===== config.mk =====
export PLATFORM = sky130hd
export DESIGN_NAME = fetch_unit_flat
export DESIGN_NICKNAME = d
export VERILOG_FILES = /design/src/rtl/fetch_unit_pkg.sv /design/src/rtl/fetch_unit_if.sv /design/src/rtl/fetch_unit_addr_check.sv /design/src/rtl/fetch_unit.sv /design/src/flat_wrapper.sv
export SDC_FILE = /design/constraint.sdc
export NUM_CORES = 1
export LEC_CHECK = 0
export CAP_MARGIN = 20
export CORE_UTILIZATION = 41
export CTS_CLUSTER_SIZE = 20
export DETAILED_ROUTE_END_ITERATION = 16
export HOLD_SLACK_MARGIN = 0.02
export PLACE_DENSITY_LB_ADDON = 0.25
export SYNTH_ARGS = -nofsm -noshare
export SYNTH_HDL_FRONTEND = slang
export SYNTH_SLANG_ARGS = --single-unit

===== constraint.sdc =====
create_clock -name clk -period 3.05 [get_ports clk]
set_input_delay 0.61 -clock clk [delete_from_list [all_inputs] [get_ports clk]]
set_output_delay 0.61 -clock clk [all_outputs]
set_load 0.02 [all_outputs]

===== src/rtl/fetch_unit_pkg.sv =====
// Shared CPU constants for the fetch stage.
// Holds the reset and exception entry addresses, the legal instruction-memory
// window, and the ExcCode values produced by the fetch address check.
package fetch_unit_pkg;

  localparam int unsigned DATA_W = 32;
  localparam int unsigned EXC_W  = 5;

  localparam logic [DATA_W-1:0] RESET_PC   = 32'h0000_3000;
  localparam logic [DATA_W-1:0] HANDLER_PC = 32'h0000_4180;
  localparam logic [DATA_W-1:0] IM_BASE    = 32'h0000_3000;
  localparam logic [DATA_W-1:0] IM_LAST    = 32'h0000_6FFC;

  localparam logic [EXC_W-1:0] EXC_NONE = 5'd0;
  localparam logic [EXC_W-1:0] EXC_ADEL = 5'd4;

  // Link value of an instruction: the address after its delay slot.
  function automatic logic [DATA_W-1:0] link_addr(input logic [DATA_W-1:0] pc);
    return pc + 32'd8;
  endfunction

endpackage


===== src/rtl/fetch_unit_if.sv =====
// Fetch-stage bus: control/redirect inputs, instruction-memory read data,
// the fetch PC, and the F/D pipeline register contents seen by decode.
// master : the fetch unit (drives pc_F and the *_D outputs, fetch_cnt)
// slave  : the surrounding pipeline (hazard unit, CP0, IM, next-PC calc, decode)
interface fetch_unit_if;
  import fetch_unit_pkg::*;

  logic              stall;
  logic [DATA_W-1:0] npc;
  logic              req;
  logic              eret;
  logic [DATA_W-1:0] epc;
  logic              bd_F;
  logic [DATA_W-1:0] instr_F;
  logic [DATA_W-1:0] pc_F;
  logic [DATA_W-1:0] pc_D;
  logic [DATA_W-1:0] instr_D;
  logic [DATA_W-1:0] pc8_D;
  logic [EXC_W-1:0]  exc_D;
  logic              bd_D;
  logic              valid_D;
  logic [DATA_W-1:0] fetch_cnt;

  modport master (
    input  stall, npc, req, eret, epc, bd_F, instr_F,
    output pc_F, pc_D, instr_D, pc8_D, exc_D, bd_D, valid_D, fetch_cnt
  );

  modport slave (
    output stall, npc, req, eret, epc, bd_F, instr_F,
    input  pc_F, pc_D, instr_D, pc8_D, exc_D, bd_D, valid_D, fetch_cnt
  );

endinterface


===== src/rtl/fetch_unit_addr_check.sv =====
// fetch_addr_check: combinational legality check of an instruction address.
// Ports:
//   pc       in  32  address to check
//   bad      out 1   address misaligned or outside [IM_BASE, IM_LAST]
//   exc_code out 5   EXC_ADEL when bad, EXC_NONE otherwise
// Written generically so the D-side data-address check can reuse it.
module fetch_addr_check
  import fetch_unit_pkg::*;
#(
  parameter logic [DATA_W-1:0] IM_BASE_P  = IM_BASE,
  parameter logic [DATA_W-1:0] IM_LAST_P  = IM_LAST,
  parameter logic [EXC_W-1:0]  EXC_ADEL_P = EXC_ADEL
) (
  input  logic [DATA_W-1:0] pc,
  output logic              bad,
  output logic [EXC_W-1:0]  exc_code
);

  always_comb begin
    bad      = (pc[1:0] != 2'b00) || (pc < IM_BASE_P) || (pc > IM_LAST_P);
    exc_code = bad ? EXC_ADEL_P : EXC_NONE;
  end

endmodule


===== src/rtl/fetch_unit.sv =====
// fetch_unit: F stage of the five-stage MIPS pipeline.
// Holds the fetch PC, follows npc each cycle, redirects to the exception
// handler (req) or to EPC (eret), and fills the F/D register for decode.
// Ports:
//   clk    in  1   system clock, rising edge
//   reset  in  1   synchronous active-high reset
//   bus    fetch_unit_if.master
//          in : stall, npc, req, eret, epc, bd_F, instr_F
//          out: pc_F, pc_D, instr_D, pc8_D, exc_D, bd_D, valid_D, fetch_cnt
module fetch_unit
  import fetch_unit_pkg::*;
#(
  parameter logic [DATA_W-1:0] RESET_PC_P   = RESET_PC,
  parameter logic [DATA_W-1:0] HANDLER_PC_P = HANDLER_PC,
  parameter logic [DATA_W-1:0] IM_BASE_P    = IM_BASE,
  parameter logic [DATA_W-1:0] IM_LAST_P    = IM_LAST,
  parameter logic [EXC_W-1:0]  EXC_ADEL_P   = EXC_ADEL
) (
  input  logic         clk,
  input  logic         reset,
  fetch_unit_if.master bus
);

  logic [DATA_W-1:0] pc_f_q, pc_f_d;
  logic [DATA_W-1:0] pc_d_q, pc_d_d;
  logic [DATA_W-1:0] instr_d_q, instr_d_d;
  logic [DATA_W-1:0] pc8_d_q, pc8_d_d;
  logic [EXC_W-1:0]  exc_d_q, exc_d_d;
  logic              bd_d_q, bd_d_d;
  logic              valid_d_q, valid_d_d;
  logic [DATA_W-1:0] fetch_cnt_q, fetch_cnt_d;

  logic              fetch_bad;
  logic [EXC_W-1:0]  fetch_exc;

  fetch_addr_check #(
    .IM_BASE_P  (IM_BASE_P),
    .IM_LAST_P  (IM_LAST_P),
    .EXC_ADEL_P (EXC_ADEL_P)
  ) u_addr_check (
    .pc       (pc_f_q),
    .bad      (fetch_bad),
    .exc_code (fetch_exc)
  );

  always_comb begin
    pc_f_d      = pc_f_q;
    pc_d_d      = pc_d_q;
    instr_d_d   = instr_d_q;
    pc8_d_d     = pc8_d_q;
    exc_d_d     = exc_d_q;
    bd_d_d      = bd_d_q;
    valid_d_d   = valid_d_q;
    fetch_cnt_d = fetch_cnt_q;

    if (bus.req || bus.eret) begin
      // Redirects override stall; the instruction in F is discarded and D
      // becomes a bubble (eret has no delay slot to keep).
      pc_f_d    = bus.req ? HANDLER_PC_P : bus.epc;
      pc_d_d    = '0;
      instr_d_d = '0;
      pc8_d_d   = '0;
      exc_d_d   = EXC_NONE;
      bd_d_d    = 1'b0;
      valid_d_d = 1'b0;
    end else if (!bus.stall) begin
      pc_f_d      = bus.npc;
      pc_d_d      = pc_f_q;
      pc8_d_d     = link_addr(pc_f_q);
      bd_d_d      = bus.bd_F;
      valid_d_d   = 1'b1;
      fetch_cnt_d = fetch_cnt_q + 32'd1;
      // A bad fetch still advances with its PC so CP0 can record it, but
      // carries a nop instead of whatever IM returned.
      exc_d_d     = fetch_exc;
      instr_d_d   = fetch_bad ? '0 : bus.instr_F;
    end
  end

  // F/D register boundary
  always_ff @(posedge clk) begin
    if (reset) begin
      pc_f_q      <= RESET_PC_P;
      pc_d_q      <= '0;
      instr_d_q   <= '0;
      pc8_d_q     <= '0;
      exc_d_q     <= EXC_NONE;
      bd_d_q      <= 1'b0;
      valid_d_q   <= 1'b0;
      fetch_cnt_q <= '0;
    end else begin
      pc_f_q      <= pc_f_d;
      pc_d_q      <= pc_d_d;
      instr_d_q   <= instr_d_d;
      pc8_d_q     <= pc8_d_d;
      exc_d_q     <= exc_d_d;
      bd_d_q      <= bd_d_d;
      valid_d_q   <= valid_d_d;
      fetch_cnt_q <= fetch_cnt_d;
    end
  end

  assign bus.pc_F      = pc_f_q;
  assign bus.pc_D      = pc_d_q;
  assign bus.instr_D   = instr_d_q;
  assign bus.pc8_D     = pc8_d_q;
  assign bus.exc_D     = exc_d_q;
  assign bus.bd_D      = bd_d_q;
  assign bus.valid_D   = valid_d_q;
  assign bus.fetch_cnt = fetch_cnt_q;

endmodule


===== src/flat_wrapper.sv =====
// flat-port wrapper written by rule: the top's interface ports become plain ports
module fetch_unit_flat import fetch_unit_pkg::*;
#(
  parameter logic [DATA_W-1:0] RESET_PC_P   = RESET_PC,
  parameter logic [DATA_W-1:0] HANDLER_PC_P = HANDLER_PC,
  parameter logic [DATA_W-1:0] IM_BASE_P    = IM_BASE,
  parameter logic [DATA_W-1:0] IM_LAST_P    = IM_LAST,
  parameter logic [EXC_W-1:0]  EXC_ADEL_P   = EXC_ADEL
)
  (clk, reset, bus_stall, bus_npc, bus_req, bus_eret, bus_epc, bus_bd_F, bus_instr_F, bus_pc_F, bus_pc_D, bus_instr_D, bus_pc8_D, bus_exc_D, bus_bd_D, bus_valid_D, bus_fetch_cnt);
  fetch_unit_if bus_i ();
  input  logic clk;
  input  logic reset;
  input wire logic [$bits(bus_i.stall)-1:0] bus_stall;
  input wire logic [$bits(bus_i.npc)-1:0] bus_npc;
  input wire logic [$bits(bus_i.req)-1:0] bus_req;
  input wire logic [$bits(bus_i.eret)-1:0] bus_eret;
  input wire logic [$bits(bus_i.epc)-1:0] bus_epc;
  input wire logic [$bits(bus_i.bd_F)-1:0] bus_bd_F;
  input wire logic [$bits(bus_i.instr_F)-1:0] bus_instr_F;
  output wire logic [$bits(bus_i.pc_F)-1:0] bus_pc_F;
  output wire logic [$bits(bus_i.pc_D)-1:0] bus_pc_D;
  output wire logic [$bits(bus_i.instr_D)-1:0] bus_instr_D;
  output wire logic [$bits(bus_i.pc8_D)-1:0] bus_pc8_D;
  output wire logic [$bits(bus_i.exc_D)-1:0] bus_exc_D;
  output wire logic [$bits(bus_i.bd_D)-1:0] bus_bd_D;
  output wire logic [$bits(bus_i.valid_D)-1:0] bus_valid_D;
  output wire logic [$bits(bus_i.fetch_cnt)-1:0] bus_fetch_cnt;
  assign bus_i.stall = bus_stall;
  assign bus_i.npc = bus_npc;
  assign bus_i.req = bus_req;
  assign bus_i.eret = bus_eret;
  assign bus_i.epc = bus_epc;
  assign bus_i.bd_F = bus_bd_F;
  assign bus_i.instr_F = bus_instr_F;
  assign bus_pc_F = bus_i.pc_F;
  assign bus_pc_D = bus_i.pc_D;
  assign bus_instr_D = bus_i.instr_D;
  assign bus_pc8_D = bus_i.pc8_D;
  assign bus_exc_D = bus_i.exc_D;
  assign bus_bd_D = bus_i.bd_D;
  assign bus_valid_D = bus_i.valid_D;
  assign bus_fetch_cnt = bus_i.fetch_cnt;
  fetch_unit #(.RESET_PC_P(RESET_PC_P), .HANDLER_PC_P(HANDLER_PC_P), .IM_BASE_P(IM_BASE_P), .IM_LAST_P(IM_LAST_P), .EXC_ADEL_P(EXC_ADEL_P)) u_core (.clk(clk), .reset(reset), .bus(bus_i));
endmodule

==> results.toml <==
[logic_synthesis]
yosys_most_used_dff = "dfxtp_1"
yosysMostFrequentCell = "dfxtp_1"
avgSynthCellArea_um2 = 8.57
ys_seq_elements = 160
yosysWarnings = 0
yosys-top-cells-area = "dfxtp_1, mux2i_1, nor2_1, a21oi_1, or3b_2"
synth_top_cell_by_area = "dfxtp_1"
ys_types = 41
async_reset_ff_share_pct = 0
synth_area_mm2 = 0.00713
synthCells = 832
synth_commonest_cells = "dfxtp_1, nor2_1, a21oi_1, mux2i_1, nand2_1"
synth_top_area_share_pct = 44.9
synth_edf_count = 0
yosysSeqAreaShare_pct = 44.9

[clocking]
cts_tree = "yes"
htree_levels = 4
path_clk_slew_ps = 60
cts_buffers = 17
clk_latency_ps = 430
post_cts_buffers = 0
cts-root-buf = "clkbuf_16"
ctsResizeCount = 0
clock_path_buffers = 2
cts_hold_buf = 0
numClockSinks = 160

[timing]
finalClockSkew_ps = 8.66
maxSlewHeadroom_pct = 25.9
tightest_slew_ps = 1110
period_minus_slack_ps = 2310
fmax_mhz = 433
setup_viol = 0
setup_ws_ps = 740
finalCritPeriodShare_pct = 75.7
rsz0062_at_grt = "no"
hold_viol = 0
drv_slew = 0
tns_ps = 0

[critical_path]
critical_path_required_ps = 3410
path_class = "input pin to flip-flop"
worstPathArrival_ps = 2670
path_max_fanout = 9
reg2reg_to = "u_core.bus.pc8_D[31]"
r2r_start = "u_core.bus.pc_F[12]"
start_kind = "input pin"
ff2ff_path_depth = 5
ff2ff_setup_slack_ps = 770
endpoint_kind = "flip-flop"

[layout]
area_delta_synth_final_pct = 46.2
layoutNonFillerInstCount = 1291
drive_gt1_share_pct = 7.94
nets = 1162
antenna_cells = 0

[place]
dp.cells = 1259
gp_congestion = 0.846
dp_hpwl_um = 14000
place_ws_ps = 321
io_buffers = 264

[global_routing]
antenna_found_initial = 1
grt_pass1_vias = 5870
grt_pass1_wl_um = 31100
grt-ovfl-total = 0
grt_usage_pct = 22.3
grt_max_degree = 184

[floorplan]
die_h_um = 134
coreArea_mm2 = 0.0168
initial_utilization_pct = 42.5
dieArea_mm2 = 0.0179
num_io_pins = 269
die_w_um = 134
num_rows = 47

[power]
vdd_ir_drop_max_mv = 0.398
p_per_area_mw_per_mm2 = 462
p_leak_nw = 3.80

[routing]
detail_route.wl_per_cell_um = 15.8
ant_nets = 0
route.vias.total = 6507
vias_per_cell = 5.04
routed_wl_um = 20400
remaining_drc_errors = 0
drt_first_pass_iters = 4
drt-initial-drc-count = 219

[job]
max_cap_viol_count = 0

[min_path]
whs_path_depth = 2
hold_start = "u_core.bus.valid_D"
min_to = "u_core.bus.valid_D"
hold_path_class = "flip-flop to flip-flop"

[status]
status = "finished clean"
-- registers in the layout (all words and copies together), names as in the netlist --
name,flops
u_core.bus.pc_F,32
u_core.bus.pc_D,29
u_core.bus.valid_D,1
u_core.bus.fetch_cnt,32
u_core.bus.exc_D,1
u_core.bus.instr_D,32
u_core.bus.pc8_D,32
u_core.bus.bd_D,1
-- layer usage --
layer	part of all wire (%)	track usage, %	routed length (um)	vias up
li1	-	-	-	3270
met1	46	29.7	9310	2953
met2	44	33.9	8930	253
met3	8.7	6.54	1780	29
met4	1.9	8.65	388	2
met5	0.054	0	11	-
-- layout by cell type (no fill, tap or decap), types with 2 or more instances in the layout --
cell	instances
xnor2_1	23
nor3_1	21
dfxtp_1	160
nand3_1	18
nand4_1	18
bufinv_16	2
or2_2	6
a21o_1	3
ha_1	2
nor4_2	2
nor2_1	135
clkbuf_1	2
or3_4	2
nor4_1	8
o21ai_0	10
clkinvlp_4	2
buf_4	5
nand2_1	57
clkinv_4	3
or3_1	8
inv_1	26
or3b_2	32
a21oi_1	94
mux2i_1	69
mux2_2	3
a211oi_1	2
clkdlybuf4s50_1	262
xor2_1	23
clkinv_2	2
o21a_1	16
and3_1	9
or4_1	2
clkbuf_8	2
conb_1	4
clkbuf_16	17
nor2b_1	6
and4_1	3
-- kinds of logic after synthesis --
family,synth area share [%]
compound gates,9.51
buf+inv,5.41
simple gates,23.9
other cells,0.0526
mux,10.2
xor+xnor,5.65
fa+ha+maj,0.351
flops,44.9
-- power breakdown --
part / switching, mW / leakage (nW) / internal, mW / total (mW)
Combinational: 0.236 / 2.22 / 0.272 / 0.508
Clock: 0.873 / 0.286 / 1.26 / 2.13
Sequential: 0.0544 / 1.30 / 2.12 / 2.18
-- stage by stage --
stage | hold slack [ps] | util, % | area (um2) | total power, mW
2_1_floorplan | 526 | - | 7140 | 2.48
3_3_place_gp | 436 | 58.6 | 9830 | 2.73
3_5_place_dp | 441 | 58.6 | 9830 | 2.73
4_1_cts | 451 | 62.2 | 10400 | 4.85
5_1_grt | 471 | 62.2 | 10400 | 4.99
6_report | 446 | 62.2 | 10400 | 4.82
-- worst max-delay path, cell delays in order --
cell and delay (ps):
clkdlybuf4s50_1 520, or3_4 430, nor4_4 390, nand4b_4 200, or3_1 390, a21oi_1 130
-- worst max path at each step --
stage | from | cells after the start | to | slack (ps)
6_report | bus_req | 6 | u_core.bus.fetch_cnt[31] | 740
5_1_grt | bus_req | 6 | u_core.bus.fetch_cnt[27] | 630
4_1_cts | u_core.bus.pc_F[24] | 1 | bus_pc_F[24] | 750
3_5_place_dp | bus_req | 6 | u_core.bus.fetch_cnt[31] | 320
3_3_place_gp | bus_req | 6 | u_core.bus.fetch_cnt[31] | 390
2_1_floorplan | bus_eret | 6 | u_core.bus.fetch_cnt[31] | 850
-- layout make-up --
cell class / instances / area [um2]
Clock buffer: 21 / 460
Multi-Input combinational cell: 583 / 3560
Clock inverter: 11 / 131
Sequential cell: 160 / 3200
Timing Repair Buffer: 270 / 2700
Inverter: 26 / 97.6
Fill cell: 1490 / 6340
Tap cell: 220 / 275
Power figures use the tool's default switching activity.
